File: config.mk
export PLATFORM = sky130hd
export DESIGN_NAME = am2940_dma_sequencer_flat
export DESIGN_NICKNAME = d
export VERILOG_FILES = /design/src/rtl/am2940_dma_sequencer_pkg.sv /design/src/rtl/am2940_dma_sequencer_if.sv /design/src/rtl/am2940_dma_sequencer_timeout_ctr.sv /design/src/rtl/am2940_dma_sequencer.sv /design/src/flat_wrapper.sv
export SDC_FILE = /design/constraint.sdc
export NUM_CORES = 1
export LEC_CHECK = 0
export CORE_MARGIN = 1.5
export CORE_UTILIZATION = 49
export CTS_BUF_LIST = sky130_fd_sc_hd__clkbuf_4 sky130_fd_sc_hd__clkbuf_8
export DETAILED_ROUTE_END_ITERATION = 6
export PLACE_DENSITY = 0.92
export SKIP_CTS_REPAIR_TIMING = 1
export SLEW_MARGIN = 20
export SYNTH_ARGS = -nofsm -noshare
export SYNTH_HDL_FRONTEND = slang
export SYNTH_SLANG_ARGS = --single-unit
File: constraint.sdc
create_clock -name clk -period 1.8 [get_ports clk]
set_clock_uncertainty 0.1 [all_clocks]
set_input_delay 0.36 -clock clk [delete_from_list [all_inputs] [get_ports clk]]
set_output_delay 0.36 -clock clk [all_outputs]
set_load 0.01 [all_outputs]
File: src/rtl/am2940_dma_sequencer_pkg.sv
// Shared definitions for the am2940 DMA sequencer: am2940 instruction codes and FSM states.
package am2940_dma_sequencer_pkg;

   // am2940 instruction codes
   typedef enum logic [2:0] {
      InstrWrCr   = 3'b000,
      InstrRdCr   = 3'b001,
      InstrRdWc   = 3'b010,
      InstrRdAc   = 3'b011,
      InstrReinit = 3'b100,
      InstrLdAc   = 3'b101,
      InstrLdWc   = 3'b110,
      InstrEnable = 3'b111
   } am2940_instr_e;

   // Sequencer states
   typedef enum logic [2:0] {
      StIdle,
      StWcr,
      StLwc,
      StLac,
      StReq,
      StStep,
      StChk,
      StFin
   } seq_state_e;

   localparam int unsigned CrW = 3;

   // States in which am2940 is enabled and drives the memory address
   function automatic logic is_enable_phase(input seq_state_e s);
      return s inside {StReq, StStep, StChk};
   endfunction

endpackage

File: src/rtl/am2940_dma_sequencer_if.sv
// Request, am2940 programming and memory handshake signals of the DMA sequencer.
interface am2940_dma_sequencer_if #(
   parameter int unsigned AW = 8
);
   // Request side
   logic          start;
   logic [2:0]    cr_in;
   logic [AW-1:0] base_addr;
   logic [AW-1:0] word_cnt;
   logic          abort;
   logic          busy;
   logic          xfer_done;
   logic          err;
   logic [AW-1:0] beats;
   // am2940 side
   logic [2:0]    instr;
   logic [AW-1:0] data;
   logic          oeaddr;
   logic          aci;
   logic          wci;
   logic          done;
   // Memory handshake
   logic          mem_req;
   logic          mem_ack;

   // Sequencer view
   modport master (
      input  start, cr_in, base_addr, word_cnt, abort, done, mem_ack,
      output busy, xfer_done, err, beats, instr, data, oeaddr, aci, wci, mem_req
   );

   // Environment view (request logic, am2940, memory)
   modport slave (
      output start, cr_in, base_addr, word_cnt, abort, done, mem_ack,
      input  busy, xfer_done, err, beats, instr, data, oeaddr, aci, wci, mem_req
   );
endinterface

File: src/rtl/am2940_dma_sequencer_timeout_ctr.sv
// Memory-acknowledge timeout counter; tc_o flags a count of ACK_TMO-1.
module am2940_dma_sequencer_timeout_ctr #(
   parameter int unsigned ACK_TMO = 16
) (
   input  logic clk,
   input  logic rst,
   input  logic clr_i,
   input  logic en_i,
   output logic tc_o
);
   localparam int unsigned CW = (ACK_TMO > 2) ? $clog2(ACK_TMO) : 1;

   logic [CW-1:0] cnt_q, cnt_d;

   assign tc_o = (cnt_q == CW'(ACK_TMO - 1));

   // Next count: clear wins, saturate at terminal count
   always_comb begin
      cnt_d = cnt_q;
      if (clr_i) begin
         cnt_d = '0;
      end else if (en_i && !tc_o) begin
         cnt_d = cnt_q + CW'(1);
      end
   end

   // Count register
   always_ff @(posedge clk) begin
      if (rst) begin
         cnt_q <= '0;
      end else begin
         cnt_q <= cnt_d;
      end
   end

endmodule

File: src/rtl/am2940_dma_sequencer.sv
// Upstream controller for am2940: programs CR/WC/AC, then steps one word per memory handshake.
module am2940_dma_sequencer
   import am2940_dma_sequencer_pkg::*;
#(
   parameter int unsigned AW      = 8,
   parameter int unsigned ACK_TMO = 16
) (
   input logic                    clk,
   input logic                    rst,
   am2940_dma_sequencer_if.master bus
);

   seq_state_e    state_q, state_d;
   logic          fin_err;
   logic [CrW-1:0] cr_q;
   logic [AW-1:0] wc_q, base_q, beats_q;
   logic          busy_q, xfer_done_q, err_q;
   logic          tmo_tc;

   am2940_instr_e instr_c;
   logic [AW-1:0] data_c;
   logic          cnt_en_n;

   // Counter is held clear outside REQ so every REQ visit starts from zero
   am2940_dma_sequencer_timeout_ctr #(
      .ACK_TMO (ACK_TMO)
   ) u_timeout_ctr (
      .clk   (clk),
      .rst   (rst),
      .clr_i (state_q != StReq),
      .en_i  (state_q == StReq),
      .tc_o  (tmo_tc)
   );

   // State register
   always_ff @(posedge clk) begin
      if (rst) begin
         state_q <= StIdle;
      end else begin
         state_q <= state_d;
      end
   end

   // Next-state logic; abort overrides everything outside IDLE/FIN
   always_comb begin
      state_d = state_q;
      fin_err = 1'b0;
      unique case (state_q)
         StIdle: begin
            if (bus.start) begin
               state_d = (bus.word_cnt == '0) ? StFin : StWcr;
            end
         end
         StWcr: state_d = StLwc;
         StLwc: state_d = StLac;
         StLac: state_d = StReq;
         StReq: begin
            if (bus.mem_ack) begin
               state_d = StStep;
            end else if (tmo_tc) begin
               state_d = StFin;
               fin_err = 1'b1;
            end
         end
         StStep: state_d = StChk;
         StChk:  state_d = bus.done ? StFin : StReq;
         StFin:  state_d = StIdle;
         default: state_d = StIdle;
      endcase
      if (bus.abort && !(state_q inside {StIdle, StFin})) begin
         state_d = StFin;
         fin_err = 1'b1;
      end
   end

   // Moore outputs decoded from state only: no path from mem_ack to aci/wci
   always_comb begin
      instr_c  = InstrRdCr;
      data_c   = '0;
      unique case (state_q)
         StWcr: begin
            instr_c = InstrWrCr;
            data_c  = AW'(cr_q);
         end
         StLwc: begin
            instr_c = InstrLdWc;
            data_c  = wc_q;
         end
         StLac: begin
            instr_c = InstrLdAc;
            data_c  = base_q;
         end
         StReq, StStep, StChk: instr_c = InstrEnable;
         default: instr_c = InstrRdCr;
      endcase
      cnt_en_n = (state_q != StStep);
   end

   // Request latch, beat counter and status flags
   always_ff @(posedge clk) begin
      if (rst) begin
         cr_q        <= '0;
         wc_q        <= '0;
         base_q      <= '0;
         beats_q     <= '0;
         busy_q      <= 1'b0;
         xfer_done_q <= 1'b0;
         err_q       <= 1'b0;
      end else begin
         if (state_q == StIdle && bus.start) begin
            cr_q    <= bus.cr_in;
            wc_q    <= bus.word_cnt;
            base_q  <= bus.base_addr;
            beats_q <= '0;
            busy_q  <= 1'b1;
            err_q   <= 1'b0;
         end
         if (state_q == StStep) begin
            beats_q <= beats_q + AW'(1);
         end
         if (state_q == StFin) begin
            busy_q <= 1'b0;
         end
         if (fin_err) begin
            err_q <= 1'b1;
         end
         xfer_done_q <= (state_q == StFin);
      end
   end

   assign bus.instr     = instr_c;
   assign bus.data      = data_c;
   assign bus.oeaddr    = !is_enable_phase(state_q);
   assign bus.aci       = cnt_en_n;
   assign bus.wci       = cnt_en_n;
   assign bus.mem_req   = (state_q == StReq);
   assign bus.busy      = busy_q;
   assign bus.xfer_done = xfer_done_q;
   assign bus.err       = err_q;
   assign bus.beats     = beats_q;

endmodule
File: src/flat_wrapper.sv
// flat-port wrapper written by rule: the top's interface ports become plain ports
module am2940_dma_sequencer_flat import am2940_dma_sequencer_pkg::*;
#(
   parameter int unsigned AW      = 8,
   parameter int unsigned ACK_TMO = 16
)
  (clk, rst, bus_start, bus_cr_in, bus_base_addr, bus_word_cnt, bus_abort, bus_done, bus_mem_ack, bus_busy, bus_xfer_done, bus_err, bus_beats, bus_instr, bus_data, bus_oeaddr, bus_aci, bus_wci, bus_mem_req);
  am2940_dma_sequencer_if #(.AW(AW)) bus_i ();
  input logic clk;
  input logic rst;
  input wire logic [$bits(bus_i.start)-1:0] bus_start;
  input wire logic [$bits(bus_i.cr_in)-1:0] bus_cr_in;
  input wire logic [$bits(bus_i.base_addr)-1:0] bus_base_addr;
  input wire logic [$bits(bus_i.word_cnt)-1:0] bus_word_cnt;
  input wire logic [$bits(bus_i.abort)-1:0] bus_abort;
  input wire logic [$bits(bus_i.done)-1:0] bus_done;
  input wire logic [$bits(bus_i.mem_ack)-1:0] bus_mem_ack;
  output wire logic [$bits(bus_i.busy)-1:0] bus_busy;
  output wire logic [$bits(bus_i.xfer_done)-1:0] bus_xfer_done;
  output wire logic [$bits(bus_i.err)-1:0] bus_err;
  output wire logic [$bits(bus_i.beats)-1:0] bus_beats;
  output wire logic [$bits(bus_i.instr)-1:0] bus_instr;
  output wire logic [$bits(bus_i.data)-1:0] bus_data;
  output wire logic [$bits(bus_i.oeaddr)-1:0] bus_oeaddr;
  output wire logic [$bits(bus_i.aci)-1:0] bus_aci;
  output wire logic [$bits(bus_i.wci)-1:0] bus_wci;
  output wire logic [$bits(bus_i.mem_req)-1:0] bus_mem_req;
  assign bus_i.start = bus_start;
  assign bus_i.cr_in = bus_cr_in;
  assign bus_i.base_addr = bus_base_addr;
  assign bus_i.word_cnt = bus_word_cnt;
  assign bus_i.abort = bus_abort;
  assign bus_i.done = bus_done;
  assign bus_i.mem_ack = bus_mem_ack;
  assign bus_busy = bus_i.busy;
  assign bus_xfer_done = bus_i.xfer_done;
  assign bus_err = bus_i.err;
  assign bus_beats = bus_i.beats;
  assign bus_instr = bus_i.instr;
  assign bus_data = bus_i.data;
  assign bus_oeaddr = bus_i.oeaddr;
  assign bus_aci = bus_i.aci;
  assign bus_wci = bus_i.wci;
  assign bus_mem_req = bus_i.mem_req;
  am2940_dma_sequencer #(.AW(AW), .ACK_TMO(ACK_TMO)) u_core (.clk(clk), .rst(rst), .bus(bus_i));
endmodule
==> metrics.yaml, run 1 <==
timing:
  max_freq_mhz: 485
  slew_viol_final: 0
  fin_crit_sh_pct: 114
  fin_crit_ns: 2.06
  finalHoldViolCount: 0
  slew-limit-headroom_pct: 67.8
  timing.final.ws_setup_ns: -0.260
  rsz0062_at_grt: "yes"
  tns_ns: -2.76
  finalSetupViolCount: 38
  worstMarginPinSlew_ns: 0.478
cts:
  cts_tree: "done"
  cts_buffers: 5
  htreeDepth: 2
  clock_latency_ns: 0.35
  clockRootBuffer: "clkbuf_4"
  clock-sinks: 37
  clk_path_buf_depth: 2
  path_clk_slew_ns: 0.11
detailed_routing:
  vias: 2094
  ant_nets: 0
  firstDrtPassIters: 5
  drt_iter0_drc: 305
  totalWireLength_um: 6710
  drc: 0
  viasPerCell: 5.87
  wire_per_inst_um: 18.8
place:
  gp_congestion: 0.904
  dp.cells: 333
  hpwl_um: 3300
  io_buffers: 50
finish:
  mostFrequentLayoutCell: "clkdlybuf4s50_1"
  fill_cells: 167
  n_antenna_cell: 0
  final_cell_mix: "clkdlybuf4s50_1, nand2_1, dfxtp_1"
  syn_to_final_growth_pct: 67.2
  drive_gt1_share_pct: 39.2
  fin_nets: 338
  fin_cells: 357
floorplan:
  die_h_um: 62.7
  core_area_um2: 3390
  fp.dieW_um: 62.7
  io-pin-count: 51
  initial_utilization_pct: 51.6
  dieArea_um2: 3930
  num_rows: 21
yosys:
  syn-num-nets: 254
  yosys_warnings: 0
  syn_area_um2: 1750
  syn_inst: 227
  ys_ff_latch: 37
  yosysUniqueCellTypes: 35
  synth.avg_cell_area_um2: 7.70
  seq_area_frac_synth_pct: 42.4
critical_path:
  worstSetupEndpointType: "register"
  crit_arrival_ns: 2.25
  critical_path.max_fanout: 7
  r2r.worst_path.cells: 8
  startpoint_type: "register"
  setup.worst_path.class: "register to register"
  required_ns: 1.99
power:
  p_leak_nw: 1.16
  irDropWorstVdd_mv: 0.699
  power.density_nw_per_um2: 1250
grt:
  grt.total_usage_pct: 23.4
  grt.overflow.total: 0
  grt_pass1_wl_um: 7370
  grt_max_degree: 23
  grt_antenna_before_repair: 0
  grt_pass1_vias: 1618
hold_path:
  hold_class: "register to register"
  min_path_cells: 2
run_status:
  violations: "setup timing"
  status: "finished with violations"
flow_run:
  drv_cap: 0
per-stage QoR:
step	instance area, um2	setup slack, ns	hold WS, ns	util, %	power, W
floorplan	1750	0.258	0.336	-	0.00181
global placement	2430	-0.155	0.342	71.7	0.00239
detailed placement	2430	-0.172	0.349	71.7	0.00243
CTS	2490	-0.480	0.364	73.4	0.00289
global route	2920	-0.301	0.388	86.2	0.00382
finish	2920	-0.260	0.375	86.2	0.00366
worst max-delay path, stage by stage (launching register included):
cell and delay (ns):
dfxtp_4 0.38, buf_6 0.10, buf_6 0.11, buf_12 0.12, and3b_2 0.24, buf_6 0.13
nand4_1 0.23, or3_1 0.44, a21oi_2 0.15
synthesized netlist by cell type:
cell type  count  area [um2]
nor4b_2        1        15.0
ha_1           2        25.0
maj3_1         1        10.0
nand2b_1       2        12.5
o21ai_0        9        45.0
buf_2          8        40.0
nor2b_1        3        18.8
nor4b_1        1        8.76
mux2_2         1        11.3
xnor2_1        2        17.5
a31oi_1        2        12.5
nor4_1         3        18.8
buf_6          2        22.5
nand4_1        2        12.5
nand3b_1       1        7.51
and3b_2        1        10.0
or3_1          3        18.8
or2_2          1        6.26
inv_1          4        15.0
clkbuf_1       4        15.0
nand2_1       51         191
nor2_1        25        93.8
nand4b_1       1        8.76
or4b_1         1        10.0
a2bb2oi_1      1        8.76
a21oi_1       31         155
a311oi_1       1        8.76
buf_4          1        7.51
dfxtp_1       37         741
o211ai_1       2        15.0
mux2i_1        9        90.1
nor3_1         4        20.0
nand3_1        6        30.0
and3_1         3        18.8
o22ai_1        1        6.26
cells by family after synthesis:
group / after synthesis / share of synthesized area [%]
AOI/OAI and AO/OA: 47 / 14.4
xor gates and xnor gates: 2 / 1.00
adders and majority gates: 3 / 2.00
buffers and inverters: 19 / 5.73
DFF: 37 / 42.4
muxes: 10 / 5.80
and+or+nand+nor: 109 / 28.7
power breakdown:
group	switching, W	internal, W
Combinational	0.00104	0.00106
Clock	0.000279	0.000200
Sequential	0.000136	0.000955
worst paths after layout:
path / slack, ns / start / to
max reg2reg: -0.26 / u_core.state_q[0]$_SDFFE_PP0P_ / u_core.bus.beats[7]$_SDFFE_PP0P_
min: 0.37 / u_core.wc_q[7]$_SDFFE_PP0P_ / u_core.wc_q[7]$_SDFFE_PP0P_
min reg2reg: 0.37 / u_core.wc_q[7]$_SDFFE_PP0P_ / u_core.wc_q[7]$_SDFFE_PP0P_
max: -0.26 / u_core.state_q[0]$_SDFFE_PP0P_ / u_core.bus.beats[7]$_SDFFE_PP0P_
sequential cells by signal, indices dropped and copies added (netlist names):
name                        count
u_core.bus.busy                 1
u_core.base_q                   8
u_core.u_timeout_ctr.cnt_q      4
u_core.state_q                  3
u_core.bus.xfer_done            1
u_core.cr_q                     3
u_core.bus.err                  1
u_core.wc_q                     8
u_core.bus.beats                8
metal layers:
| metal | GRT usage [%] | vias up | wire, um |
|---|---|---|---|
| met2 | 38.4 | 135 | 3330 |
| met4 | 6.94 | 0 | 237 |
| met5 | 0 | - | 0 |
| met3 | 5.77 | 35 | 450 |
| met1 | 30.4 | 980 | 2690 |
| li1 | - | 944 | - |
area by class of cell:
class                   count  area [um2]  area share [%]
flip-flops and latches     37         754            25.8
multi-input cells         171        1140            39.0
clock buffers               7        58.8            2.01
well taps                  46        57.6            1.97
inverters                   4        17.5           0.599
repair buffers             92         893            30.6
Note: power is estimated with default switching activity, not from simulation.
==> inputs of run 2 (changes only) <==
- clock period: 1.8 -> 1.9 ns (I/O delays scaled with it)
==> run 2 against run 1 <==
The run still ends with setup timing left. Utilization fell by 13 points. Combinational power fell by 39%. Sequential power fell by 7%. Non-clock buffer count fell by 24. Final area fell by 15%. Highest routed layer unchanged. Largest cell class unchanged. Worst setup slack improved by 0.22 ns.
==> metrics.yaml, run 2 (same netlist as run 1, synthesis figures left out) <==
run_status:
  status: "finished with violations"
  violations: "setup timing"
critical_path:
  critical_path.max_fanout: 5  # -2
  required_ns: 1.42  # -0.57 ns
  r2r.worst_path.cells: 6  # -2
  crit_buf_inv: 3  # -1
  worstReg2RegStart: "u_core.state_q[0]$_SDFFE_PP0P_"
  cp_slowest_cell: "dfxtp_2"
  r2r_slack_ns: 0.16  # +0.42 ns
  crit_family: "flip-flops"
  startpoint_type: "register"
  max_stage_delay_ns: 0.37  # -0.07 ns
  crit_arrival_ns: 1.46  # -0.79 ns
  r2r-end: "u_core.bus.beats[6]$_SDFFE_PP0P_"
  setup.worst_path.class: "register to primary output"
  path_cells: "buf_6 > buf_4 > mux2i_1 > nor2_1 > a21oi_1 > nor2_1 > clkbuf_2"
  cp_common_cell: "nor2_1"
  worstSetupEndpointType: "primary output"
timing:
  fin_crit_ns: 1.94
  timing.final.ws_setup_ns: -0.0408  # +0.219 ns
  slew-limit-headroom_pct: 71.4  # +3.6 points
  worstMarginPinSlew_ns: 0.422  # -0.0562 ns
  tns_ns: -0.0746  # +2.69 ns
  slew_viol_final: 0  # unchanged
  finalHoldViolCount: 0  # unchanged
  finalSetupViolCount: 2  # -95%
  fin_crit_sh_pct: 102
  max_freq_mhz: 515
  rsz0062_at_grt: "yes"
cts:
  clock-sinks: 37  # unchanged
  clockRootBuffer: "clkbuf_4"
  clk_path_buf_depth: 2  # unchanged
  clock_latency_ns: 0.34  # about the same
  path_clk_slew_ns: 0.11  # about the same
  cts_tree: "done"
  cts_buffers: 5  # unchanged
  htreeDepth: 2  # unchanged
power:
  p_sw_w: 0.00101  # -31%
  internal-power_w: 0.00169  # -24%
  irDropWorstVdd_mv: 0.582  # -17%
  seq_power_share_pct: 37.3  # +7.5 points
  power.density_nw_per_um2: 1090  # -13%
  p_leak_nw: 1.04  # -10%
  p_comb_share_pct: 47.4  # -9.8 points
  clkPwrFrac_pct: 15.4  # +2.3 points
  switching_share_pct: 37.3  # -2.3 points
detailed_routing:
  drt_iter0_drc: 96  # -69%
  drc: 0  # unchanged
  wire_per_inst_um: 13.0  # -31%
  vias: 1758  # -16%
  firstDrtPassIters: 4  # -1
  viasPerCell: 5.26  # -10%
  ant_nets: 0  # unchanged
  totalWireLength_um: 4350  # -35%
finish:
  post-route-util_pct: 72.9  # -13 points
  drive_gt1_share_pct: 14.2  # -25 points
  syn_to_final_growth_pct: 41.4
  fill_cells: 259  # +55%
  final_cell_mix: "nand2_1, clkdlybuf4s50_1, dfxtp_1"
  mostFrequentLayoutCell: "nand2_1"
  n_antenna_cell: 0  # unchanged
  fin_nets: 314  # -7.1%
  fin_cells: 334  # -6.4%
hold_path:
  hold_start: "u_core.base_q[6]$_SDFFE_PP0P_"
  min_path_cells: 2  # unchanged
  whs_endpoint: "u_core.base_q[6]$_SDFFE_PP0P_"
  hold_class: "register to register"
grt:
  grt.total_usage_pct: 21.6  # -1.7 points
  grt_pass1_vias: 1532  # -5.3%
  grt.overflow.total: 0  # unchanged
  grt_antenna_before_repair: 0  # unchanged
  grt_max_degree: 23  # unchanged
  grt_pass1_wl_um: 6720  # -8.8%
place:
  hpwl_um: 3100  # -6.2%
  gp_congestion: 0.918  # +1.6%
  io_buffers: 50  # unchanged
  pre_cts_slack_ns: -0.0910  # +0.0807 ns
  dp.cells: 325  # -2.4%
floorplan:
  num_rows: 21  # unchanged
  core_area_um2: 3390  # unchanged
  initial_utilization_pct: 51.6  # unchanged
  io-pin-count: 51  # unchanged
  die_h_um: 62.7  # unchanged
  dieArea_um2: 3930  # unchanged
  fp.dieW_um: 62.7  # unchanged
flow_run:
  drv_cap: 0  # unchanged
-- run 2: per-layer routing --
metal	track usage (%)	vias up	wire length [um]
met2	34.5	55	2130
met5	0	-	0
li1	-	896	-
met3	6.49	9	210
met4	8.89	0	74
met1	27.3	798	1940
-- run 2: area by class of cell --
| class | count | area, um2 | area share [%] |
|---|---|---|---|
| tap | 46 | 57.6 | 2.33 |
| timing repair buffer | 68 | 671 | 27.1 |
| inverter | 4 | 18.8 | 0.759 |
| multi-input combinational | 171 | 921 | 37.3 |
| clock inverter | 2 | 10.0 | 0.405 |
| sequential | 37 | 748 | 30.3 |
| clock buffer | 6 | 45.0 | 1.82 |
-- run 2: power by group through the flow --
stage	clock [W]	sequential (W)	combinational [W]
final	0.000415	0.00101	0.00128
after global routing	0.000460	0.00102	0.00140
after CTS	0.000423	0.000985	0.00126
after detailed placement	0	0.00100	0.00125
after global placement	0	0.000996	0.00122
after floorplan	0	0.000981	0.000729
-- run 2: worst max-delay path by stage --
| stage | startpoint | endpoint | slack (ns) | cells after the start |
|---|---|---|---|---|
| after detailed placement | bus_start | u_core.bus.beats[6]$_SDFFE_PP0P_ | -0.09 | 6 |
| after global routing | u_core.state_q[1]$_SDFFE_PP0P_ | bus_data[0] | -0.16 | 7 |
| after CTS | u_core.state_q[0]$_SDFFE_PP0P_ | bus_data[2] | -0.40 | 4 |
| final | u_core.state_q[1]$_SDFFE_PP0P_ | bus_data[2] | -0.04 | 7 |
| after floorplan | u_core.state_q[1]$_SDFFE_PP0P_ | u_core.bus.beats[5]$_SDFFE_PP0P_ | 0.36 | 6 |
| after global placement | bus_start | u_core.bus.beats[6]$_SDFFE_PP0P_ | -0.07 | 6 |
-- run 2: worst reg2reg max path, stage by stage (launching register included) --
cell and delay [ns]:
dfxtp_4 0.39, buf_12 0.15, or4b_1 0.58, buf_4 0.19
nand2_1 0.06, mux2_2 0.14, nor2_1 0.03
-- run 2: stage by stage --
stage | hold slack (ns) | power (W) | instance area (um2)
4_1_cts | 0.361 | 0.00267 | 2420
3_5_place_dp | 0.346 | 0.00225 | 2370
3_3_place_gp | 0.342 | 0.00222 | 2370
5_1_grt | 0.383 | 0.00288 | 2470
2_1_floorplan | 0.336 | 0.00171 | 1750
6_report | 0.359 | 0.00270 | 2470
